$ cat src/rtl/bram_sp_arb.sv
// Two-port arbiter in front of a single-port BRAM. Ports A and B each present
// a request that is granted combinationally. The winning access is registered
// onto the BRAM interface, and read returns are tracked so that each read
// raises the rvalid of the port that issued it.
module bram_sp_arb #(
  parameter int DATA_WIDTH = 32,
  parameter int ADDR_WIDTH = 4,
  parameter int FIXED_PRIO = 0
) (
  input  logic                  clk,
  input  logic                  rst_n,
  input  logic                  a_req,
  input  logic                  a_wr,
  input  logic [ADDR_WIDTH-1:0] a_addr,
  input  logic [DATA_WIDTH-1:0] a_din,
  output logic                  a_gnt,
  output logic                  a_rvalid,
  input  logic                  b_req,
  input  logic                  b_wr,
  input  logic [ADDR_WIDTH-1:0] b_addr,
  input  logic [DATA_WIDTH-1:0] b_din,
  output logic                  b_gnt,
  output logic                  b_rvalid,
  output logic [DATA_WIDTH-1:0] rdata,
  output logic                  bram_wr,
  output logic [ADDR_WIDTH-1:0] bram_addr,
  output logic [DATA_WIDTH-1:0] bram_din,
  input  logic [DATA_WIDTH-1:0] bram_dout
);

  typedef enum logic {PORT_A = 1'b0, PORT_B = 1'b1} port_t;

  port_t                 rr_ptr;
  logic                  xfer;
  logic                  sel_wr;
  logic [ADDR_WIDTH-1:0] sel_addr;
  logic [DATA_WIDTH-1:0] sel_din;
  logic                  rd_vld;
  port_t                 rd_port;

  // Grant decision. It depends only on the live requests and the round-robin
  // pointer, and it is forced low while reset is held.
  always_comb begin
    a_gnt = 1'b0;
    b_gnt = 1'b0;
    if (rst_n) begin
      if (a_req && !b_req) begin
        a_gnt = 1'b1;
      end else if (b_req && !a_req) begin
        b_gnt = 1'b1;
      end else if (a_req && b_req) begin
        if ((FIXED_PRIO != 0) || (rr_ptr == PORT_A)) begin
          a_gnt = 1'b1;
        end else begin
          b_gnt = 1'b1;
        end
      end
    end
  end

  // Select the winning port's request fields for the BRAM registers.
  always_comb begin
    xfer     = a_gnt | b_gnt;
    sel_wr   = b_gnt ? b_wr   : a_wr;
    sel_addr = b_gnt ? b_addr : a_addr;
    sel_din  = b_gnt ? b_din  : a_din;
  end

  // After each transfer the round-robin pointer moves to the port that did not transfer.
  always_ff @(posedge clk or negedge rst_n) begin
    if (!rst_n) begin
      rr_ptr <= PORT_A;
    end else if (xfer) begin
      rr_ptr <= a_gnt ? PORT_B : PORT_A;
    end
  end

  // BRAM interface registers. The address and data hold while idle, and the write strobe is a one-cycle pulse.
  always_ff @(posedge clk or negedge rst_n) begin
    if (!rst_n) begin
      bram_wr   <= 1'b0;
      bram_addr <= '0;
      bram_din  <= '0;
    end else if (xfer) begin
      bram_wr   <= sel_wr;
      bram_addr <= sel_addr;
      bram_din  <= sel_din;
    end else begin
      bram_wr   <= 1'b0;
    end
  end

  // Read-return pipeline. Stage 1 marks a read issued to the BRAM, and stage 2 is the per-port rvalid pulse aligned with bram_dout.
  always_ff @(posedge clk or negedge rst_n) begin
    if (!rst_n) begin
      rd_vld   <= 1'b0;
      rd_port  <= PORT_A;
      a_rvalid <= 1'b0;
      b_rvalid <= 1'b0;
    end else begin
      rd_vld   <= xfer & ~sel_wr;
      rd_port  <= b_gnt ? PORT_B : PORT_A;
      a_rvalid <= rd_vld & (rd_port == PORT_A);
      b_rvalid <= rd_vld & (rd_port == PORT_B);
    end
  end

  assign rdata = bram_dout;

endmodule

$ cat config.mk
export PLATFORM = sky130hd
export DESIGN_NAME = bram_sp_arb
export DESIGN_NICKNAME = d
export VERILOG_FILES = /design/src/rtl/bram_sp_arb.sv
export SDC_FILE = /design/constraint.sdc
export NUM_CORES = 1
export LEC_CHECK = 0
export CORE_AREA = 2 2 88 90
export CTS_BUF_LIST = sky130_fd_sc_hd__clkbuf_16
export CTS_CLUSTER_DIAMETER = 120
export DETAILED_ROUTE_END_ITERATION = 10
export DIE_AREA = 0 0 90 92
export HOLD_SLACK_MARGIN = 0.1
export PLACE_DENSITY = 0.8
export SYNTH_ARGS = -nofsm -noshare
export SYNTH_HDL_FRONTEND = slang
export SYNTH_SLANG_ARGS = --single-unit
$ cat constraint.sdc
create_clock -name clk -period 1.25 [get_ports clk]
set_input_delay 0.25 -clock clk [delete_from_list [all_inputs] [get_ports clk]]
set_output_delay 0.25 -clock clk [all_outputs]
set_load 0.02 [all_outputs]
==> results of run 1 <==
==> state kept, by name, indices dropped and copies added, names as in the netlist <==
signal     flops
rd_port        1
bram_din      32
b_rvalid       1
a_rvalid       1
bram_addr      4
rr_ptr         1
bram_wr        1
rd_vld         1
==> layout by cell type (no fill, tap or decap), types with 2 or more instances in the layout <==
master / netlist / layout
nand3_2: 30 / 30
clkdlybuf4s50_1: 0 / 74
a31oi_1: 34 / 34
buf_12: 3 / 6
dfrtp_1: 42 / 41
clkdlybuf4s15_1: 0 / 19
o21ai_0: 14 / 14
clkbuf_16: 0 / 5
buf_4: 35 / 5
dlygate4sd2_1: 0 / 21
a31oi_2: 2 / 2
o21ai_1: 24 / 24
nand2_1: 3 / 3
nand3_1: 7 / 7
buf_6: 2 / 2
nor2_1: 37 / 36
==> layout make-up <==
class	instances	area, µm²	share of cell area
Clock buffer	5	125.1	0.03429
Clock inverter	2	33.78	0.009259
Multi-Input combinational cell	160	989.7	0.2713
Sequential cell	42	1052	0.2884
Tap cell	102	127.6	0.03498
Timing Repair Buffer	130	1320	0.3618
==> final timing paths <==
kind                          from     endpoint  slack, ns
setup / recovery            rr_ptr        b_gnt      -0.07
hold / removal               rst_n  bram_din[7]       0.20
setup reg to reg            rr_ptr  bram_din[1]      -0.01
hold reg to reg            rd_port     a_rvalid       0.43
max in group asynchronous    rst_n       rr_ptr       0.66
min in group clk             rst_n      rd_port       0.30
==> cell families (layout without fill, tap and decap cells) <==
group           after synthesis  count (layout)  share of synthesized area
compound gates               77              77                     0.1808
buf+inv                      56             137                     0.1828
flops                        42              42                     0.4242
simple gates                 83              83                     0.2121
==> report_power, final <==
part / leakage, nW / total (mW) / internal (mW) / switching [mW]
Combinational: 0.844 / 1.35 / 0.633 / 0.712
Sequential: 0.479 / 1.64 / 1.54 / 0.0969
Clock: 0.0773 / 1.42 / 0.924 / 0.492
Total: 1.40 / 4.40 / 3.10 / 1.30
==> worst max-delay path, stage by stage, from the launching register on <==
cell,delay [ns]
dfrtp_2,0.44
nor2b_4,0.15
nor2_2,0.07
buf_6,0.13
==> metal layers <==
metal / part of all wire / global-route usage / vias up
met3: 0.072 / 0.03698 / 16
met5: 0 / 0 / -
met2: 0.49 / 0.2738 / 92
met1: 0.42 / 0.1832 / 1007
met4: 0.021 / 0.07308 / 0
li1: - / - / 1038
==> stage by stage <==
step	cells	hold WS (ns)	setup TNS [ns]	worst slack [ns]	power, mW
after floorplan	258	-0.04559	0	0.04598	2.541
after detailed placement	434	0.4175	-17.36	-0.7070	3.119
final	441	0.1994	-0.08708	-0.06541	4.400
after global routing	441	0.2509	-1.526	-0.1152	4.616
after CTS	441	0.2206	-0.3050	-0.1348	4.442
after global placement	434	0.4118	-16.06	-0.6792	3.091
==> what timing repair did <==
action,CTS,global route
pin swaps,1,0
gates resized for setup,57,22
hold endpoints to repair,0,0
setup endpoints to repair,79,57
==> results.ini, run 1 <==
[synth]
synth-seq-cells=42
synth_area_leader_cell=dfrtp_1
synth_flop_cell=dfrtp_1
syn-num-nets=368
ys_types=24
yosysMostFrequentCell=dfrtp_1
synthArstFlopShare=1.000
synth-edff-count=0
ys_seq_area_frac=0.4242
syn_area_mm2=0.002477
synthTopCellsByArea=dfrtp_1 (42%), nand3_2 (12%), buf_4 (11%), a31oi_1 (8.6%), nor2_1 (5.6%)
ys_warn_count=0
synthTopCellsByCount=dfrtp_1 (42), nor2_1 (37), buf_4 (35)
synthCells=258
syn_area_per_cell_um2=9.602
yosys.area.top_type_share=0.4242

[global_routing]
grt_use_total=0.1571
overflow=0
grt_pass1_wl_um=10460
grt_max_degree=43
antenna_found_initial=0
grt_pass1_vias=2200

[floorplanning]
io_pins=183
start_util=0.3327
core_region_area_mm2=0.007447
placementRows=32
chipHeight_um=92
die-area_mm2=0.008280
die_w_um=90

[placement]
io_buffers=118
gp_congestion=0.7993
dp.final_hpwl_um=4580
post_dp_cell_area_mm2=0.003503

[power]
vdd.ir_drop.worst_uv=644.9
p_leak_nw=1.400
p_per_area_mw_per_mm2=1206

[cells_and_area]
drive_above_1_share=0.1799
post-route-util=0.4899
fin_nets=449
antenna_cells=0
design_area_mm2=0.003649
syn_to_final_growth_pct=47.27
n_fill_cell=722

[critical_path]
startpoint_type=flop
required_ns=1.00
cp.arrival_ns=1.07
path_class=reg2out
reg2regPathDepth=4
setup.worst_path.end_class=output port
path_max_fanout=5

[route]
dr.pass1.iters=4
vias_per_cell=4.882
via_count=2153
drt_iter0_markers=101
wl_per_cell_um=14.84
route.antenna.remaining_nets=0
routed_wl_um=6545
drc=0

[sta]
period_share=1.052
post-route-min-period_ns=1.315
max_clock_freq_ghz=0.7602
rsz0062_at_grt=true
tightest_slew_ns=0.5447
drv_slew=0
setup_viol_count_final=3
finalHoldViolCount=0
fin_ws_ns=-0.06541
skew_ns=0.004773
maxSlewHeadroom=0.6369

[worst_hold_path]
min_path_type=in2async

[clocking]
cts_tree=yes
clk_latency_ns=0.28
h-tree-depth=2
clkTransAtPathRegs_ns=0.06
hold_buffers=0
cts_sinks=42
cts_made_buffers=5
clk_path_buf_depth=2
cts_root_buf=clkbuf_16
cts_setup_buffers=0

[outcome]
violations=negative setup slack
status=finished with violations

[run]
max_cap_viol_count=0

(Power assumes the default switching activity.)
==> run 2: changes to the inputs <==
==> constraint.sdc (replaced) <==
create_clock -name clk -period 1.4 [get_ports clk]
set_input_delay 0.28 -clock clk [delete_from_list [all_inputs] [get_ports clk]]
set_output_delay 0.28 -clock clk [all_outputs]
set_load 0.02 [all_outputs]
==> run 2 against run 1 <==
Compared with the run above: the run now ends clean; global-route usage is 1.1 points higher; sequential power is 10% lower; via count is 1.1% higher; power is 10% lower; utilization is 0.45 points higher; critical path depth stayed put; hold slack worse by 0.089 ns; sequential share of layout area is 0.26 points lower; count of clock-buffer cells in the layout stayed put; sequential cell count stayed put.
==> results.ini, run 2 (synthesis gave the netlist of run 1 again) <==
[sta]
skew_ns=0.004601  ; -0.0001721 ns
fin_ws_ns=0.03406  ; +0.09947 ns
drv_slew=0  ; unchanged
maxSlewHeadroom=0.6136  ; -0.02328
tns_ns=0  ; +0.08708 ns
tightest_slew_ns=0.5777  ; +0.03302 ns
holdWs_ns=0.1107  ; -0.08871 ns
max_clock_freq_ghz=0.7321
setup_viol_count_final=0  ; -3
period_share=0.9757
post-route-min-period_ns=1.366
rsz0062_at_grt=true
finalHoldViolCount=0  ; unchanged

[power]
pwr-share-seq=0.371  ; about the same
p_leak_nw=1.438  ; +2.7%
pwr-share-comb=0.307  ; about the same
pwr-share-clk=0.322  ; about the same
power.switching_mw=1.181  ; -9.3%
vdd.ir_drop.worst_uv=554.5  ; -14%
p_int_mw=2.765  ; -11%
p_per_area_mw_per_mm2=1072  ; -11%
swShare=0.2993  ; +0.003439

[cells_and_area]
final_common_cell=clkdlybuf4s50_1
regMostFlops=bram_din
syn_to_final_growth_pct=48.64
final_cell_mix=clkdlybuf4s50_1 (74), dfrtp_1 (41), dlygate4sd2_1 (40)
largest_reg_flops=32  ; unchanged
seqCellArea_mm2=0.001052  ; unchanged
reg.largest.list=bram_din (32), bram_addr (4)
antenna_cells=0  ; unchanged
n_fill_cell=747  ; +3.5%
design_area_mm2=0.003682  ; +0.93%
post-route-util=0.4945  ; +0.004537
fin_nets=451  ; +0.45%
multi_input_area_um2=998.5  ; +0.89%
drive_above_1_share=0.1784  ; -0.001578

[floorplanning]
start_util=0.3327  ; unchanged
chipHeight_um=92  ; unchanged
die_w_um=90  ; unchanged
placementRows=32  ; unchanged
core_region_area_mm2=0.007447  ; unchanged
die-area_mm2=0.008280  ; unchanged
io_pins=183  ; unchanged

[clocking]
clk_path_buf_depth=2  ; unchanged
h-tree-depth=2  ; unchanged
clk_latency_ns=0.28  ; about the same
cts_root_buf=clkbuf_16
clkTransAtPathRegs_ns=0.06  ; about the same
cts_made_buffers=5  ; unchanged
cts_setup_buffers=0  ; unchanged
cts_tree=yes
cts_sinks=42  ; unchanged

[placement]
gp_congestion=0.7985  ; -0.10%
post_dp_cell_area_mm2=0.003496  ; -0.21%
dp_slack_ns=-0.6738  ; +0.03319 ns
dp.final_hpwl_um=4884  ; +6.6%
io_buffers=118  ; unchanged

[critical_path]
required_ns=1.12  ; +0.12 ns
path_class=reg2out
cp.arrival_ns=1.09  ; +0.02 ns
path_max_fanout=5  ; unchanged
startpoint_type=flop
setup.worst_path.end_class=output port
cpPeakStageDelay_ns=0.45  ; about the same
crit_chain=nor2b_4, nor2_4, buf_6
crit_slowest_cell=dfrtp_2

[worst_hold_path]
min_path_type=in2async

[global_routing]
grt_max_degree=41  ; -4.7%
overflow=0  ; unchanged
grt_pass1_vias=2261  ; +2.8%
antenna_found_initial=0  ; unchanged
grt_pass1_wl_um=11160  ; +6.7%
grt_use_total=0.1682  ; +0.01102

[route]
wl_met3_um=382  ; -19%
vias_per_cell=4.901  ; +0.39%
dr.pass1.iters=4  ; unchanged
dr_wl_met2_um=3544  ; +10%
top_layer=met4
routed_wl_um=7035  ; +7.5%
via_count=2176  ; +1.1%
wl_met1_um=2929  ; +7.6%
route.antenna.remaining_nets=0  ; unchanged
drt_iter0_markers=76  ; -25%
wl_per_cell_um=15.84  ; +6.8%
drc=0  ; unchanged

[outcome]
status=completed

[run]
max_cap_viol_count=0  ; unchanged

run 2: power groups by stage:
stage	Clock [mW]	Sequential [mW]	Combinational (mW)
floorplan	0	1.67	0.597
global placement	0	1.48	1.28
finish	1.27	1.47	1.21
global route	1.36	1.49	1.31
detailed placement	0	1.49	1.30
CTS	1.32	1.47	1.21
run 2: critical path, delay by kind of cell, from the launching register on:
family | cells | cell delay (ns)
buffers and inverters | 1 | 0.13
DFF | 1 | 0.45
and+or+nand+nor | 2 | 0.23
run 2: timing repair:
item / in CTS / in global routing
hold buffers: 2 / 0
gates resized for setup: 55 / 6
gates cloned: 0 / 1
hold endpoints to repair: 13 / 0
pin swaps: 1 / 2
setup endpoints to repair: 79 / 27
run 2: final cells by class:
type,count,area share
Tap cell,102,0.03466
Timing Repair Buffer,132,0.3643
Clock buffer,5,0.03398
Multi-Input combinational cell,160,0.2712
Sequential cell,42,0.2858
Clock inverter,3,0.01019
run 2: routing by layer:
layer | vias to the layer above | global-route usage
li1 | 1037 | -
met1 | 1037 | 0.1992
met2 | 84 | 0.2939
met3 | 18 | 0.03287
met4 | 0 | 0.07949
met5 | - | 0
run 2: final timing paths:
path / slack [ns] / cells after the start / to / startpoint
hold reg to reg: 0.42 / 1 / a_rvalid / rd_port
min in group clk: 0.34 / 3 / rd_port / rst_n
setup reg to reg: 0.08 / 4 / bram_din[16] / rr_ptr
setup / recovery: 0.03 / 3 / b_gnt / rr_ptr
max in group asynchronous: 0.30 / 3 / bram_addr[1] / rst_n
hold / removal: 0.11 / 2 / bram_din[16] / rst_n
run 2: per-stage QoR:
step           cells  power, mW
6_report         444      3.946
5_1_grt          444      4.158
4_1_cts          443      3.996
3_5_place_dp     433      2.795
3_3_place_gp     433      2.758
2_1_floorplan    258      2.269
==> run 3: changes to the inputs <==
--- a/config.mk
+++ b/config.mk
@@ -12,6 +12,7 @@
 export DIE_AREA = 0 0 90 92
 export HOLD_SLACK_MARGIN = 0.1
 export PLACE_DENSITY = 0.8
+export REMOVE_ABC_BUFFERS = 1
 export SYNTH_ARGS = -nofsm -noshare
 export SYNTH_HDL_FRONTEND = slang
 export SYNTH_SLANG_ARGS = --single-unit
==> run 3 against run 2 <==
Compared with the run above: clock power fell by 14%; combinational power about the same; register-to-register slack hardly changed; first-iteration DRC count increased by 55%; die area unchanged; global-route usage rose by 2.9 points; power fell by 4.5%; hold slack better by 0.076 ns; sequential share of layout area is 0.18 points higher.
==> results.ini, run 3 (synthesis gave the netlist of run 1 again) <==
[cells_and_area]
reg.largest.list=bram_din (32), bram_addr (4)
n_fill_cell=730  ; -2.3%
seqCellArea_mm2=0.001051  ; -0.12%
final_cells=449  ; +1.1%
multi_input_area_um2=980.9  ; -1.8%
final_cell_mix=clkdlybuf4s50_1 (74), dfrtp_1 (42), dlygate4sd2_1 (41)
final_common_cell=clkdlybuf4s50_1
regMostFlops=bram_din
drive_above_1_share=0.1816  ; +0.003194
syn_to_final_growth_pct=47.53
largest_reg_flops=32  ; unchanged
fin_nets=456  ; +1.1%
antenna_cells=0  ; unchanged

[power]
p_leak_nw=1.427  ; -0.73%
p_per_area_mw_per_mm2=1031  ; -3.8%
vdd.ir_drop.worst_uv=406.8  ; -27%

[sta]
drv_slew=0  ; unchanged
rsz0062_at_grt=true
fin_ws_ns=0.01775  ; -0.01631 ns
post-route-min-period_ns=1.382  ; +0.01631 ns
finalHoldViolCount=0  ; unchanged
skew_ns=0.003003  ; -0.001598 ns
max_clock_freq_ghz=0.7235  ; -1.2%
setup_viol_count_final=0  ; unchanged
tightest_slew_ns=0.3956  ; -0.1821 ns
maxSlewHeadroom=0.7363  ; +0.1227
period_share=0.9873  ; +0.01165
tns_ns=0  ; unchanged

[route]
route.antenna.remaining_nets=0  ; unchanged
drt_iter0_markers=118  ; +55%
dr.pass1.iters=5  ; +1
drc=0  ; unchanged
routed_wl_um=8113  ; +15%
via_count=2236  ; +2.8%
vias_per_cell=4.980  ; +1.6%
wl_per_cell_um=18.07  ; +14%

[clocking]
cts_root_buf=clkbuf_16
clk_path_buf_depth=2  ; unchanged
h-tree-depth=2  ; unchanged
cts_made_buffers=5  ; unchanged
clkTransAtPathRegs_ns=0.06  ; about the same
cts_tree=yes
clk_latency_ns=0.28  ; about the same
cts_sinks=42  ; unchanged
cts_setup_buffers=0  ; unchanged

[critical_path]
startpoint_type=flop
path_max_fanout=5  ; unchanged
path_class=reg2out
crit_chain=nor2b_2, nor2_2, buf_6
crit_slowest_cell=dfrtp_1
required_ns=1.12  ; about the same
setup.worst_path.end_class=output port
reg2regPathDepth=4  ; unchanged
cp.arrival_ns=1.10  ; about the same
cpPeakStageDelay_ns=0.42  ; -0.03 ns

[floorplanning]
start_util=0.3327  ; unchanged
die-area_mm2=0.008280  ; unchanged
core_region_area_mm2=0.007447  ; unchanged
chipHeight_um=92  ; unchanged
placementRows=32  ; unchanged
die_w_um=90  ; unchanged
io_pins=183  ; unchanged

[worst_hold_path]
min_path_type=in2async

[outcome]
status=completed

[placement]
dp.final_hpwl_um=6113  ; +25%
gp_congestion=0.7368  ; -7.7%
dp_slack_ns=-0.5932  ; +0.08057 ns
dp_cells=439  ; +1.4%
io_buffers=118  ; unchanged

[global_routing]
antenna_found_initial=0  ; unchanged
grt_use_total=0.1975  ; +0.02933
grt_pass1_vias=2310  ; +2.2%
grt_max_degree=43  ; +4.9%
grt_pass1_wl_um=12560  ; +13%
overflow=0  ; unchanged

[run]
max_cap_viol_count=0  ; unchanged

-- run 3: worst max-delay path, delay by kind of cell, from the launching register on --
kind	cells	cell delay, ns
flip-flops	1	0.42
buffers and inverters	1	0.13
AND/OR/NAND/NOR	2	0.28
-- run 3: metal layers --
| metal | share of wire | vias to the layer above | track usage |
|---|---|---|---|
| met3 | 0.092 | 7 | 0.08710 |
| met2 | 0.47 | 121 | 0.3051 |
| met1 | 0.43 | 1055 | 0.2478 |
| li1 | - | 1051 | - |
| met5 | 0.0059 | - | 0.05769 |
| met4 | 0.0057 | 2 | 0.05385 |
-- run 3: area by class of cell --
cell class	instances	area share
flip-flops and latches	42	0.2876
clock buffers	5	0.03423
repair buffers	137	0.3714
clock inverters	3	0.003423
well taps	102	0.03492
multi-input cells	160	0.2684
-- run 3: metrics by stage --
step	hold WS (ns)	util	power (mW)	cell area, µm²
after floorplan	-0.01559	-	2.029	2024
after global placement	0.2860	0.4748	2.784	3536
after detailed placement	0.2920	0.4748	2.811	3536
after CTS	0.1844	0.4894	3.806	3645
after global routing	0.2270	0.4908	3.966	3655
final	0.1867	0.4908	3.768	3655
-- run 3: report_power, final --
part / internal [mW] / total (mW) / switching (mW)
sequential: 1.38 / 1.46 / 0.0825
combinational: 0.567 / 1.22 / 0.654
clock: 0.645 / 1.09 / 0.445
-- run 3: worst paths after layout --
kind                       startpoint           end  slack (ns)
max                            rr_ptr         b_gnt        0.02
min                             rst_n   bram_din[9]        0.19
max reg2reg                    rr_ptr  bram_din[16]        0.08
min reg2reg                   rd_port      a_rvalid        0.42
max in group asynchronous       rst_n  bram_din[21]        0.58
min in group clk                rst_n       rd_port        0.31
-- run 3: repair_timing --
item | 4_1_cts | 5_1_grt
resized for setup | 53 | 3
hold buffers | 2 | 0
endpoints found under the hold margin | 26 | 0
setup endpoints to repair | 50 | 6
